==> src/rtl/uart_tx.sv <==
// 8N1 UART transmitter, LSB first, idle-high line, with a one-byte holding
// register so a queued byte follows the current frame with no idle gap.
module uart_tx #(
   parameter int c_CYCLES_PER_BIT = 434
) (
   input  logic       i_CLK,
   input  logic       i_RESET_N,
   input  logic [7:0] i_DATA_TX,
   input  logic       i_TX_DATA_VALID,
   output logic       o_TX_READY,
   output logic       o_SERIAL_DATA,
   output logic       o_TX_ACTIVE,
   output logic       o_TX_DONE
);

   localparam int CNT_W = $clog2(c_CYCLES_PER_BIT);
   localparam logic [CNT_W-1:0] CNT_MAX = CNT_W'(c_CYCLES_PER_BIT - 1);

   typedef enum logic [1:0] {
      IDLE,
      START,
      DATA,
      STOP
   } state_t;

   state_t           state, state_nxt;
   logic [CNT_W-1:0] baud_cnt, baud_cnt_nxt;
   logic [2:0]       bit_idx, bit_idx_nxt;
   logic [7:0]       shifter, shifter_nxt;
   logic [7:0]       hold, hold_nxt;
   logic             full, full_nxt;
   logic             serial_nxt;
   logic             bit_end;

   assign bit_end     = (baud_cnt == CNT_MAX);
   assign o_TX_READY  = !full;
   assign o_TX_ACTIVE = (state != IDLE);
   assign o_TX_DONE   = (state == STOP) && bit_end;

   always_comb begin
      // NOTE: every signal gets a default first so no path leaves it unassigned,
      // which would otherwise infer a latch.
      state_nxt    = state;
      baud_cnt_nxt = baud_cnt;
      bit_idx_nxt  = bit_idx;
      shifter_nxt  = shifter;
      hold_nxt     = hold;
      full_nxt     = full;

      unique case (state)
         IDLE: begin
            baud_cnt_nxt = '0;
            bit_idx_nxt  = '0;
            if (full) begin
               shifter_nxt = hold;
               full_nxt    = 1'b0;
               state_nxt   = START;
            end else if (i_TX_DATA_VALID) begin
               shifter_nxt = i_DATA_TX;
               state_nxt   = START;
            end
         end
         START: begin
            if (bit_end) begin
               baud_cnt_nxt = '0;
               bit_idx_nxt  = '0;
               state_nxt    = DATA;
            end else begin
               baud_cnt_nxt = baud_cnt + CNT_W'(1);
            end
         end
         DATA: begin
            if (bit_end) begin
               baud_cnt_nxt = '0;
               shifter_nxt  = {1'b0, shifter[7:1]};
               bit_idx_nxt  = bit_idx + 3'd1;
               if (bit_idx == 3'd7) state_nxt = STOP;
            end else begin
               baud_cnt_nxt = baud_cnt + CNT_W'(1);
            end
         end
         STOP: begin
            if (bit_end) begin
               baud_cnt_nxt = '0;
               if (full) begin
                  shifter_nxt = hold;
                  full_nxt    = 1'b0;
                  state_nxt   = START;
               end else begin
                  state_nxt = IDLE;
               end
            end else begin
               baud_cnt_nxt = baud_cnt + CNT_W'(1);
            end
         end
         default: state_nxt = IDLE;
      endcase

      // Queue a byte only mid-frame; in IDLE the offered byte bypasses the holding register.
      if (state != IDLE && i_TX_DATA_VALID && !full) begin
         hold_nxt = i_DATA_TX;
         full_nxt = 1'b1;
      end

      // Line is registered from the next state so it changes on the accepting edge.
      unique case (state_nxt)
         START:   serial_nxt = 1'b0;
         DATA:    serial_nxt = shifter_nxt[0];
         default: serial_nxt = 1'b1;
      endcase
   end

   // NOTE: sequential state uses non-blocking assignments so every register
   // samples the pre-edge values regardless of statement order.
   always_ff @(posedge i_CLK or negedge i_RESET_N) begin
      if (!i_RESET_N) begin
         state         <= IDLE;
         baud_cnt      <= '0;
         bit_idx       <= '0;
         shifter       <= '0;
         hold          <= '0;
         full          <= 1'b0;
         o_SERIAL_DATA <= 1'b1;
      end else begin
         state         <= state_nxt;
         baud_cnt      <= baud_cnt_nxt;
         bit_idx       <= bit_idx_nxt;
         shifter       <= shifter_nxt;
         hold          <= hold_nxt;
         full          <= full_nxt;
         o_SERIAL_DATA <= serial_nxt;
      end
   end

endmodule

==> config.mk <==
export PLATFORM = sky130hd
export DESIGN_NAME = uart_tx
export DESIGN_NICKNAME = d
export VERILOG_FILES = /design/src/rtl/uart_tx.sv
export SDC_FILE = /design/constraint.sdc
export NUM_CORES = 1
export LEC_CHECK = 0
export ABC_CLOCK_PERIOD_IN_PS = 3150
export CORE_AREA = 3 3 56 58
export CTS_CLUSTER_SIZE = 28
export DETAILED_ROUTE_END_ITERATION = 7
export DIE_AREA = 0 0 59 61
export PLACE_DENSITY = 0.8
export RECOVER_POWER = 25
export SLEW_MARGIN = 20
export SYNTH_ARGS = -nofsm -noshare
export SYNTH_HDL_FRONTEND = slang
export SYNTH_SLANG_ARGS = --single-unit
==> constraint.sdc <==
create_clock -name i_CLK -period 3.15 [get_ports i_CLK]
set_input_delay 0.63 -clock i_CLK [delete_from_list [all_inputs] [get_ports i_CLK]]
set_output_delay 0.63 -clock i_CLK [all_outputs]
set_load 0.1 [all_outputs]
Word level (Yosys, flattened, before mapping)
Index checks and enable logic that the tools add are counted.
{"block": "totals", "register_bits": 32, "output_inout_bits": 4}
{"block": "classes", "addsub": 2, "eq_ne": 13, "mux": 23, "n_reduce_logical": 13}
{"op": "two-way mux 8 bit", "n": 5}
{"op": "case mux 8 bit (3 select lines)", "n": 1}
{"op": "case mux 9 bit (2 select lines)", "n": 1}
{"op": "two-way mux 2 bit", "n": 6}
{"op": "adder 9 x 1 -> 9 bit, second input constant", "n": 1}
{"op": "equality test 9 bit, second input constant", "n": 1}
{"op": "two-way mux 9 bit", "n": 1}
{"op": "case mux 3 bit (3 select lines)", "n": 1}
{"op": "nonzero test 3 bit", "n": 3}
{"op": "inequality test 2 bit, second input constant", "n": 4}
{"op": "case mux 2 bit (4 select lines)", "n": 1}
{"op": "equality test 2 bit, second input constant", "n": 3}
{"op": "two-way mux 3 bit", "n": 2}
{"op": "AND reduction 5 bit", "n": 1}
{"op": "equality test 2 x 1 -> 1 bit, second input constant", "n": 2}
{"op": "case mux 1 bit (2 select lines)", "n": 2}
{"op": "adder 3 x 1 -> 3 bit, second input constant", "n": 1}
{"op": "equality test 3 bit, second input constant", "n": 1}
{"op": "logical AND 1 bit", "n": 3}
{"op": "two-way mux 1 bit", "n": 3}
{"op": "inequality test 3 x 2 -> 1 bit, second input constant", "n": 1}
{"op": "inequality test 3 bit, second input constant", "n": 1}
{"op": "AND reduction 3 bit", "n": 1}
{"op": "OR reduction 3 bit", "n": 1}
{"op": "other kinds (4)", "n": 4}

Depth between registers and ports, before layout
Gate-level depths: netlist of run 1.
{"block": "depth", "ltp_word": 6, "depth_mapped": 7, "depth_no_buf": 6}

Least setup slack after synthesis of run 1
Ideal clock, no wire load.
{"block": "synth_timing", "path_kind": "register -> output", "start": "register baud_cnt[1]", "end": "output port o_TX_DONE", "t_arrival_ps": 3128, "required_time_ps": 2520, "slack_ps": -608, "path_stages_with_launch": 7, "n_path_buf": 1, "cell_sequence": "dfrtp_1 > inv_1 > ha_1 > and4_1 > clkbuf_1 > nand2_1 > nor3_1"}
{"block": "synth_between", "elab_chain_len": 2}
{"item": "start: declaration", "line": "27", "source": "logic [CNT_W-1:0] baud_cnt, baud_cnt_nxt;"}
{"item": "start signal: assignment", "line": "126", "source": "baud_cnt <= baud_cnt_nxt;"}
{"item": "equality test 9 bit", "line": "35", "source": "assign bit_end = (baud_cnt == CNT_MAX);"}
{"item": "logical AND 1 bit", "line": "38", "source": "assign o_TX_DONE = (state == STOP) && bit_end;"}
{"item": "end: declaration", "line": "13", "source": "output logic o_TX_DONE"}
Every way passes these cells.

Final worst setup path of run 1
{"block": "layout_timing", "start": "register baud_cnt[2]", "end": "output port o_TX_DONE"}
Same word-level chain as after synthesis.

==> impl_metrics.yaml, run 1 <==
critical_path:
  required_ps: 2520
  cp.arrival_ps: 1970
  end_kind: "output pin"
  worstSetupPathType: "reg2out"
  critPathLaunchType: "flop"
  critical_path.max_fanout: 6
power_and_ir_drop:
  combinationalPowerShare: 0.162
  internal-power_mw: 0.7517
  power_switching_share: 0.2919
  peakVddDrop_mv: 0.5604
  total_chip_power_mw: 1.062
  cellLeakagePower_nw: 0.7900
  power.share.clock: 0.290
  switchingPower_mw: 0.3099
  p_seq_frac: 0.548
  cellPowerDensity_nw_per_um2: 580.8
placed_design:
  total_placed_instance_area_um2: 1755
  dp_slack_ps: 613.2
  buffer_ports.inserted: 14
  place.gp.congestion: 0.7976
  place.detailed.hpwl_mm: 2.227
run_status:
  status: "finished, final reports clean"
job:
  max-cap-violations: 0
synthesis:
  async_reset_ff_frac: 1.000
  compound_gate_portion_of_the_synthesized_area: 0.1564
  yosys-mux-area-fraction: 0.06997
  yosys.area_share.simple: 0.1627
  synth_warnings: 0
  yosysUniqueCellTypes: 39
  synth-edff-count: 0
  postSynthNetCount: 159
  synth_fa_ha_area_frac: 0.03852
  flop_and_latch_count_out_of_synthesis: 32
  synth_xor_xnor_area_share: 0.03852
  largest_family_of_logic_cells_by_synthesized_area: "simple AND/OR/NAND/NOR gates"
  synth_cells: 144
  synth_area_per_cell_um2: 11.05
  synth_area_um2: 1592
  yosysSeqAreaShare: 0.5039
  synth-main-ff-cell: "sky130_fd_sc_hd__dfrtp_1"
clocking:
  ctsResizeCount: 0
  cts_inserted_buffers: 5
  cts_root_buf: "sky130_fd_sc_hd__clkbuf_4"
  cts_tree: "yes"
  cts.htree.levels: 2
  clockBufferDepth: 2
  post_cts_clock_slew_at_the_launch_and_capture_registers_of_the_worst_setup_and_hold_paths_ps: 100
  post_cts_hold_fix_bufs: 0
  cts_setup_buffers: 0
  clk_latency_ps: 340
  clkSinkCount: 32
grt:
  number_of_global_route_vias_before_repair: 1181
  track_usage: 0.2071
  grt.overflow.total: 0
  grt_pass1_wl_mm: 5.513
  grt_antenna_before_repair: 0
  grt_max_degree: 19
finish:
  fin_area_um2: 1828
  layout-area-overhead-vs-synth_pct: 14.86
  diodes: 0
  fillers: 209
  finalNetCount: 176
  post_route_cells_drive_above_1_share: 0.1975
drt:
  avgRoutedWirePerCell_um: 16.12
  drtIter0Drc: 43
  total_routed_wirelength_mm: 3.111
  postRouteAntennaNets: 0
  vias: 1156
  initial_drt_pass_iterations: 4
  route.detailed.vias_per_inst: 5.990
  post-route-drc-count: 0
timing:
  final.setup.tns_ps: 0
  timing_hold_violations_final: 0
  layout_worst_path_cycle_share: 0.8258
  timing.final.max_slew_violations: 0
  rsz0062_at_grt: "no"
  final_period_minus_worst_setup_slack_ps: 2601
  timing.clock.skew_ps: 4.248
  fmax_mhz: 384.4
  endpoints_failing_setup: 0
  tightest_slew_ps: 948.8
  fin_ws_ps: 548.6
  holdWs_ps: 505.1
  worst_slew_margin_rel: 0.3675
floorplanning:
  initial_utilization: 0.5873
  core_area_um2: 2710
  num_rows: 19
  dieHeight_um: 61
  io_pins: 15
  die_width_um: 59
  dieArea_um2: 3599
worst_hold_path:
  path_class_of_the_lowest_slack_min_delay_path: "reg2reg"
## power groups by stage
stage,Combinational (mW),Sequential [mW],Clock [mW]
after floorplan,0.129,0.564,0
after global placement,0.165,0.581,0
after detailed placement,0.172,0.584,0
after CTS,0.175,0.581,0.311
after global routing,0.195,0.595,0.330
final,0.172,0.582,0.307
## cell type report
class | count | area (um^2) | share of cell area
well taps | 31 | 38.79 | 0.02122
flip-flops and latches | 32 | 802.0 | 0.4387
multi-input cells | 100 | 747.0 | 0.4086
inverters | 6 | 22.52 | 0.01232
clock inverters | 2 | 35.03 | 0.01916
repair buffers | 16 | 141.4 | 0.07734
clock buffers | 6 | 41.29 | 0.02259
## metal layers
metal | routed length (um) | vias to the layer above | GRT usage | share of wire
li1 | - | 561 | - | -
met1 | 1476 | 562 | 0.2907 | 0.47
met2 | 1421 | 26 | 0.2981 | 0.46
met3 | 157 | 7 | 0.04681 | 0.050
met4 | 57 | 0 | 0.1100 | 0.018
met5 | 0 | - | 0 | 0
## through the flow
| stage | cells | utilization |
|---|---|---|
| after floorplan | 144 | - |
| after global placement | 185 | 0.6477 |
| after detailed placement | 185 | 0.6477 |
| after CTS | 193 | 0.6759 |
| after global routing | 193 | 0.6745 |
| final | 193 | 0.6745 |
## cell usage in the layout, fill, tap and decap left out, drive strengths merged
| master | netlist | final |
|---|---|---|
| dfrtp | 31 | 31 |
| nor2 | 21 | 21 |
| mux2 | 9 | 9 |
| clkdlybuf4s50 | 0 | 9 |
| a22oi | 8 | 8 |
| clkbuf | 4 | 7 |
| inv | 6 | 6 |
| nand2 | 6 | 6 |
| a221o | 6 | 6 |
| xnor2 | 5 | 5 |
| buf | 2 | 5 |
| nand3 | 4 | 4 |
| ha | 4 | 4 |
| nand4 | 3 | 3 |
| nor2b | 3 | 3 |
| o21ai | 3 | 3 |
| nand2b | 2 | 2 |
| a21oi | 2 | 2 |
| and4 | 2 | 2 |
| xor2 | 2 | 2 |
| a31oi | 2 | 2 |
| a22o | 2 | 2 |
| and3 | 2 | 2 |
| nor3 | 2 | 2 |
| mux2i | 1 | 1 |
| or4b | 1 | 1 |
| a2111oi | 1 | 1 |
| a21boi | 1 | 1 |
| nor4b | 1 | 1 |
| o31ai | 1 | 1 |
| a32oi | 1 | 1 |
| a31o | 1 | 1 |
| and2 | 1 | 1 |
| maj3 | 1 | 1 |
| o221ai | 1 | 1 |
| o2bb2ai | 1 | 1 |
| bufinv | 0 | 1 |
| clkinv | 0 | 1 |
| dlygate4sd3 | 0 | 1 |
| dfstp | 1 | 1 |
## cell families after synthesis
group | count (synthesis)
DFF | 32
AOI/OAI and AO/OA | 30
muxes | 10
xor gates and xnor gates | 7
adders and majority gates | 5
buffers and inverters | 12
and+or+nand+nor | 48
## synth_stat cells, types with 3 or more instances
cell type	count	area [um^2]
sky130_fd_sc_hd__a221o_1	6	60.06
sky130_fd_sc_hd__a22oi_1	8	60.06
sky130_fd_sc_hd__clkbuf_1	4	15.01
sky130_fd_sc_hd__dfrtp_1	31	775.7
sky130_fd_sc_hd__ha_1	4	50.05
sky130_fd_sc_hd__inv_1	6	22.52
sky130_fd_sc_hd__mux2_2	9	101.4
sky130_fd_sc_hd__nand2_1	6	22.52
sky130_fd_sc_hd__nand3_1	4	20.02
sky130_fd_sc_hd__nand4_1	3	18.77
sky130_fd_sc_hd__nor2_1	20	75.07
sky130_fd_sc_hd__nor2b_1	3	18.77
sky130_fd_sc_hd__xnor2_1	5	43.79
## flip-flops by register name, indices dropped and copies added (netlist names)
| signal | cells |
|---|---|
| baud_cnt | 9 |
| hold | 8 |
| o_SERIAL_DATA | 1 |
| state | 2 |
| shifter | 8 |
| full | 1 |
| bit_idx | 3 |
## worst paths after layout
check                        endpoint  cells past startpoint        start  slack, ps
max                         o_TX_DONE                      4  baud_cnt[2]        550
min                        shifter[7]                      1   shifter[7]        510
max reg2reg                shifter[5]                      5  baud_cnt[0]       1150
min reg2reg                shifter[7]                      1   shifter[7]        510
max in group asynchronous     hold[6]                      2    i_RESET_N       1130
min in group asynchronous    state[0]                      1    i_RESET_N        750
## worst max-delay path, cell delays in order, from the launching register on
cell and delay, ps:
sky130_fd_sc_hd__dfrtp_1 480, sky130_fd_sc_hd__nor4b_4 460, sky130_fd_sc_hd__nand2_1 230, sky130_fd_sc_hd__nor3_2 150, sky130_fd_sc_hd__buf_4 310
(Power assumes the default switching activity.)
==> run 2: changes to the inputs <==
--- a/config.mk
+++ b/config.mk
@@ -5,12 +5,12 @@
 export SDC_FILE = /design/constraint.sdc
 export NUM_CORES = 1
 export LEC_CHECK = 0
-export ABC_CLOCK_PERIOD_IN_PS = 3150
-export CORE_AREA = 3 3 56 58
+export ABC_CLOCK_PERIOD_IN_PS = 2100
+export CORE_AREA = 3 3 61 63
 export CTS_CLUSTER_SIZE = 28
 export DETAILED_ROUTE_END_ITERATION = 7
-export DIE_AREA = 0 0 59 61
-export PLACE_DENSITY = 0.8
+export DIE_AREA = 0 0 64 66
+export PLACE_DENSITY = 0.72
 export RECOVER_POWER = 25
 export SLEW_MARGIN = 20
 export SYNTH_ARGS = -nofsm -noshare
==> constraint.sdc (replaced) <==
create_clock -name i_CLK -period 2.1 [get_ports i_CLK]
set_input_delay 0.42 -clock i_CLK [delete_from_list [all_inputs] [get_ports i_CLK]]
set_output_delay 0.42 -clock i_CLK [all_outputs]
set_load 0.1 [all_outputs]
==> impl_metrics.yaml, run 2 (same netlist as run 1, synthesis figures left out) <==
run_status:
  status: "finished, final reports clean"
finish:
  utilization: 0.5905
  fin_area_um2: 1939
  layout-area-overhead-vs-synth_pct: 21.86
  number_of_flip_flops_under_the_largest_register_name: 9
  most-common-layout-cells: "sky130_fd_sc_hd__dfrtp_1 (30), sky130_fd_sc_hd__nor2_1 (20), sky130_fd_sc_hd__buf_4 (10)"
  diodes: 0
  finish.cell_count_without_fillers: 216
  largestRegisters: "baud_cnt (9), hold (8), shifter (8)"
  mostFrequentLayoutCell: "sky130_fd_sc_hd__dfrtp_1"
  finalNetCount: 184
  post_route_cells_drive_above_1_share: 0.2588
  register_name_with_the_most_flops: "baud_cnt"
grt:
  grt_pass1_wl_mm: 5.375
  grt_max_degree: 33
  grt_antenna_before_repair: 0
  track_usage: 0.1697
  number_of_global_route_vias_before_repair: 1194
  grt.overflow.total: 0
floorplanning:
  core_area_um2: 3284
  io_pins: 15
  dieHeight_um: 66
  die_width_um: 64
  initial_utilization: 0.4846
  dieArea_um2: 4224
  num_rows: 21
power_and_ir_drop:
  total_chip_power_mw: 1.505
  combinationalPowerShare: 0.207
  switchingPower_mw: 0.4674
  p_seq_frac: 0.571
  peakVddDrop_mv: 0.7156
  power.share.clock: 0.222
  internal-power_mw: 1.038
  cellLeakagePower_nw: 0.8464
  cellPowerDensity_nw_per_um2: 776.0
  power_switching_share: 0.3106
placed_design:
  dp.cells: 204
  place.detailed.hpwl_mm: 2.248
  total_placed_instance_area_um2: 1857
  buffer_ports.inserted: 14
  place.gp.congestion: 0.8444
clocking:
  cts_tree: "yes"
  clk_latency_ps: 350
  clkSinkCount: 32
  cts_inserted_buffers: 5
  cts_root_buf: "sky130_fd_sc_hd__clkbuf_4"
  clockBufferDepth: 2
  cts.htree.levels: 2
  post_cts_clock_slew_at_the_launch_and_capture_registers_of_the_worst_setup_and_hold_paths_ps: 110
drt:
  postRouteAntennaNets: 0
  vias: 1196
  avgRoutedWirePerCell_um: 14.77
  drtIter0Drc: 37
  initial_drt_pass_iterations: 4
  route.detailed.vias_per_inst: 5.537
  post-route-drc-count: 0
  total_routed_wirelength_mm: 3.190
critical_path:
  critical_path.max_fanout: 4
  critical_path.n_buffers_inverters: 1
  crit_path_cell_trace: "nor4b_4 > nand2_4 > nor3_4 > buf_12"
  worstSetupPathType: "reg2out"
  cp.arrival_ps: 1650
  ff2ff_path_depth: 5
  critPathLaunchType: "flop"
  timing.reg2reg.setup_slack_ps: 150
  critPathSlowestCell: "sky130_fd_sc_hd__dfrtp_1"
  end_kind: "output pin"
  critical_path_s_largest_stage_delay_ps: 470
  largest_delay_contributor_family_on_the_critical_path: "simple AND/OR/NAND/NOR gates"
  required_ps: 1680
  r2r_path_start: "baud_cnt[3]"
  r2r-end: "o_SERIAL_DATA"
worst_hold_path:
  worstHoldStart: "shifter[7]"
  worstHoldEndpoint: "shifter[7]"
  path_class_of_the_lowest_slack_min_delay_path: "reg2reg"
  whs_path_depth: 1
timing:
  endpoints_failing_setup: 0
  rsz0062_at_grt: "yes"
  worst_slew_margin_rel: 0.4858
  holdWs_ps: 514.2
  fmax_mhz: 482.2
  final_period_minus_worst_setup_slack_ps: 2074
  tightest_slew_ps: 771.3
  layout_worst_path_cycle_share: 0.9875
  timing_hold_violations_final: 0
  timing.final.max_slew_violations: 0
  timing.clock.skew_ps: 21.41
job:
  max-cap-violations: 0
-- run 2: worst max path at each step --
stage | end | start | slack, ps | depth (start not counted)
after CTS | o_TX_DONE | baud_cnt[1] | 20 | 6
final | o_TX_DONE | baud_cnt[6] | 30 | 4
after global routing | o_TX_DONE | baud_cnt[1] | -70 | 6
after floorplan | o_TX_DONE | baud_cnt[6] | -100 | 3
after global placement | hold[3] | i_TX_DATA_VALID | 180 | 5
after detailed placement | o_TX_DONE | baud_cnt[1] | 140 | 6
-- run 2: cell type report --
type | count | area (um^2)
clock buffer | 7 | 45.04
tap | 46 | 57.56
timing repair buffer | 24 | 240.2
fill | 279 | 1345
clock inverter | 1 | 5.005
multi-input combinational | 100 | 765.7
sequential | 32 | 803.3
inverter | 6 | 22.52
-- run 2: routing by layer --
metal / global-route usage / share of wire
met1: 0.2041 / 0.45
met2: 0.2684 / 0.47
met3: 0.04762 / 0.047
met4: 0.1051 / 0.033
met5: 0 / 0
-- run 2: power by group through the flow --
stage	Clock, mW	Sequential [mW]	Combinational [mW]
global placement	0	0.871	0.252
global route	0.367	0.877	0.345
floorplan	0	0.848	0.194
detailed placement	0	0.881	0.262
CTS	0.340	0.853	0.314
finish	0.334	0.859	0.312
-- run 2: timing repair --
action	4_1_cts	5_1_grt
pin swaps	2	0
gates resized for setup	3	0
hold buffers	0	0
endpoints found under the setup margin	1	1
buffers inserted	4	0
-- run 2: metrics by stage --
stage	setup slack [ps]	setup TNS (ps)
final	26.26	0
after global routing	-70.64	-70.64
after CTS	20.87	0
after detailed placement	142.3	0
after global placement	185.0	0
after floorplan	-102.1	-102.1
-- run 2: worst reg2reg max path: stages (launching register included) --
cell                        delay [ps]
sky130_fd_sc_hd__dfrtp_2           440
sky130_fd_sc_hd__buf_4             160
sky130_fd_sc_hd__or4b_4            540
sky130_fd_sc_hd__a2111oi_0         410
sky130_fd_sc_hd__a21oi_1           120
sky130_fd_sc_hd__a31oi_1           180
==> run 3: changes to the inputs <==
--- a/config.mk
+++ b/config.mk
@@ -12,7 +12,6 @@
 export DIE_AREA = 0 0 64 66
 export PLACE_DENSITY = 0.72
 export RECOVER_POWER = 25
-export SLEW_MARGIN = 20
 export SYNTH_ARGS = -nofsm -noshare
 export SYNTH_HDL_FRONTEND = slang
 export SYNTH_SLANG_ARGS = --single-unit
==> results of run 3 <==
Same layout as run 2: the final DEF is identical, and so are final timing and power.
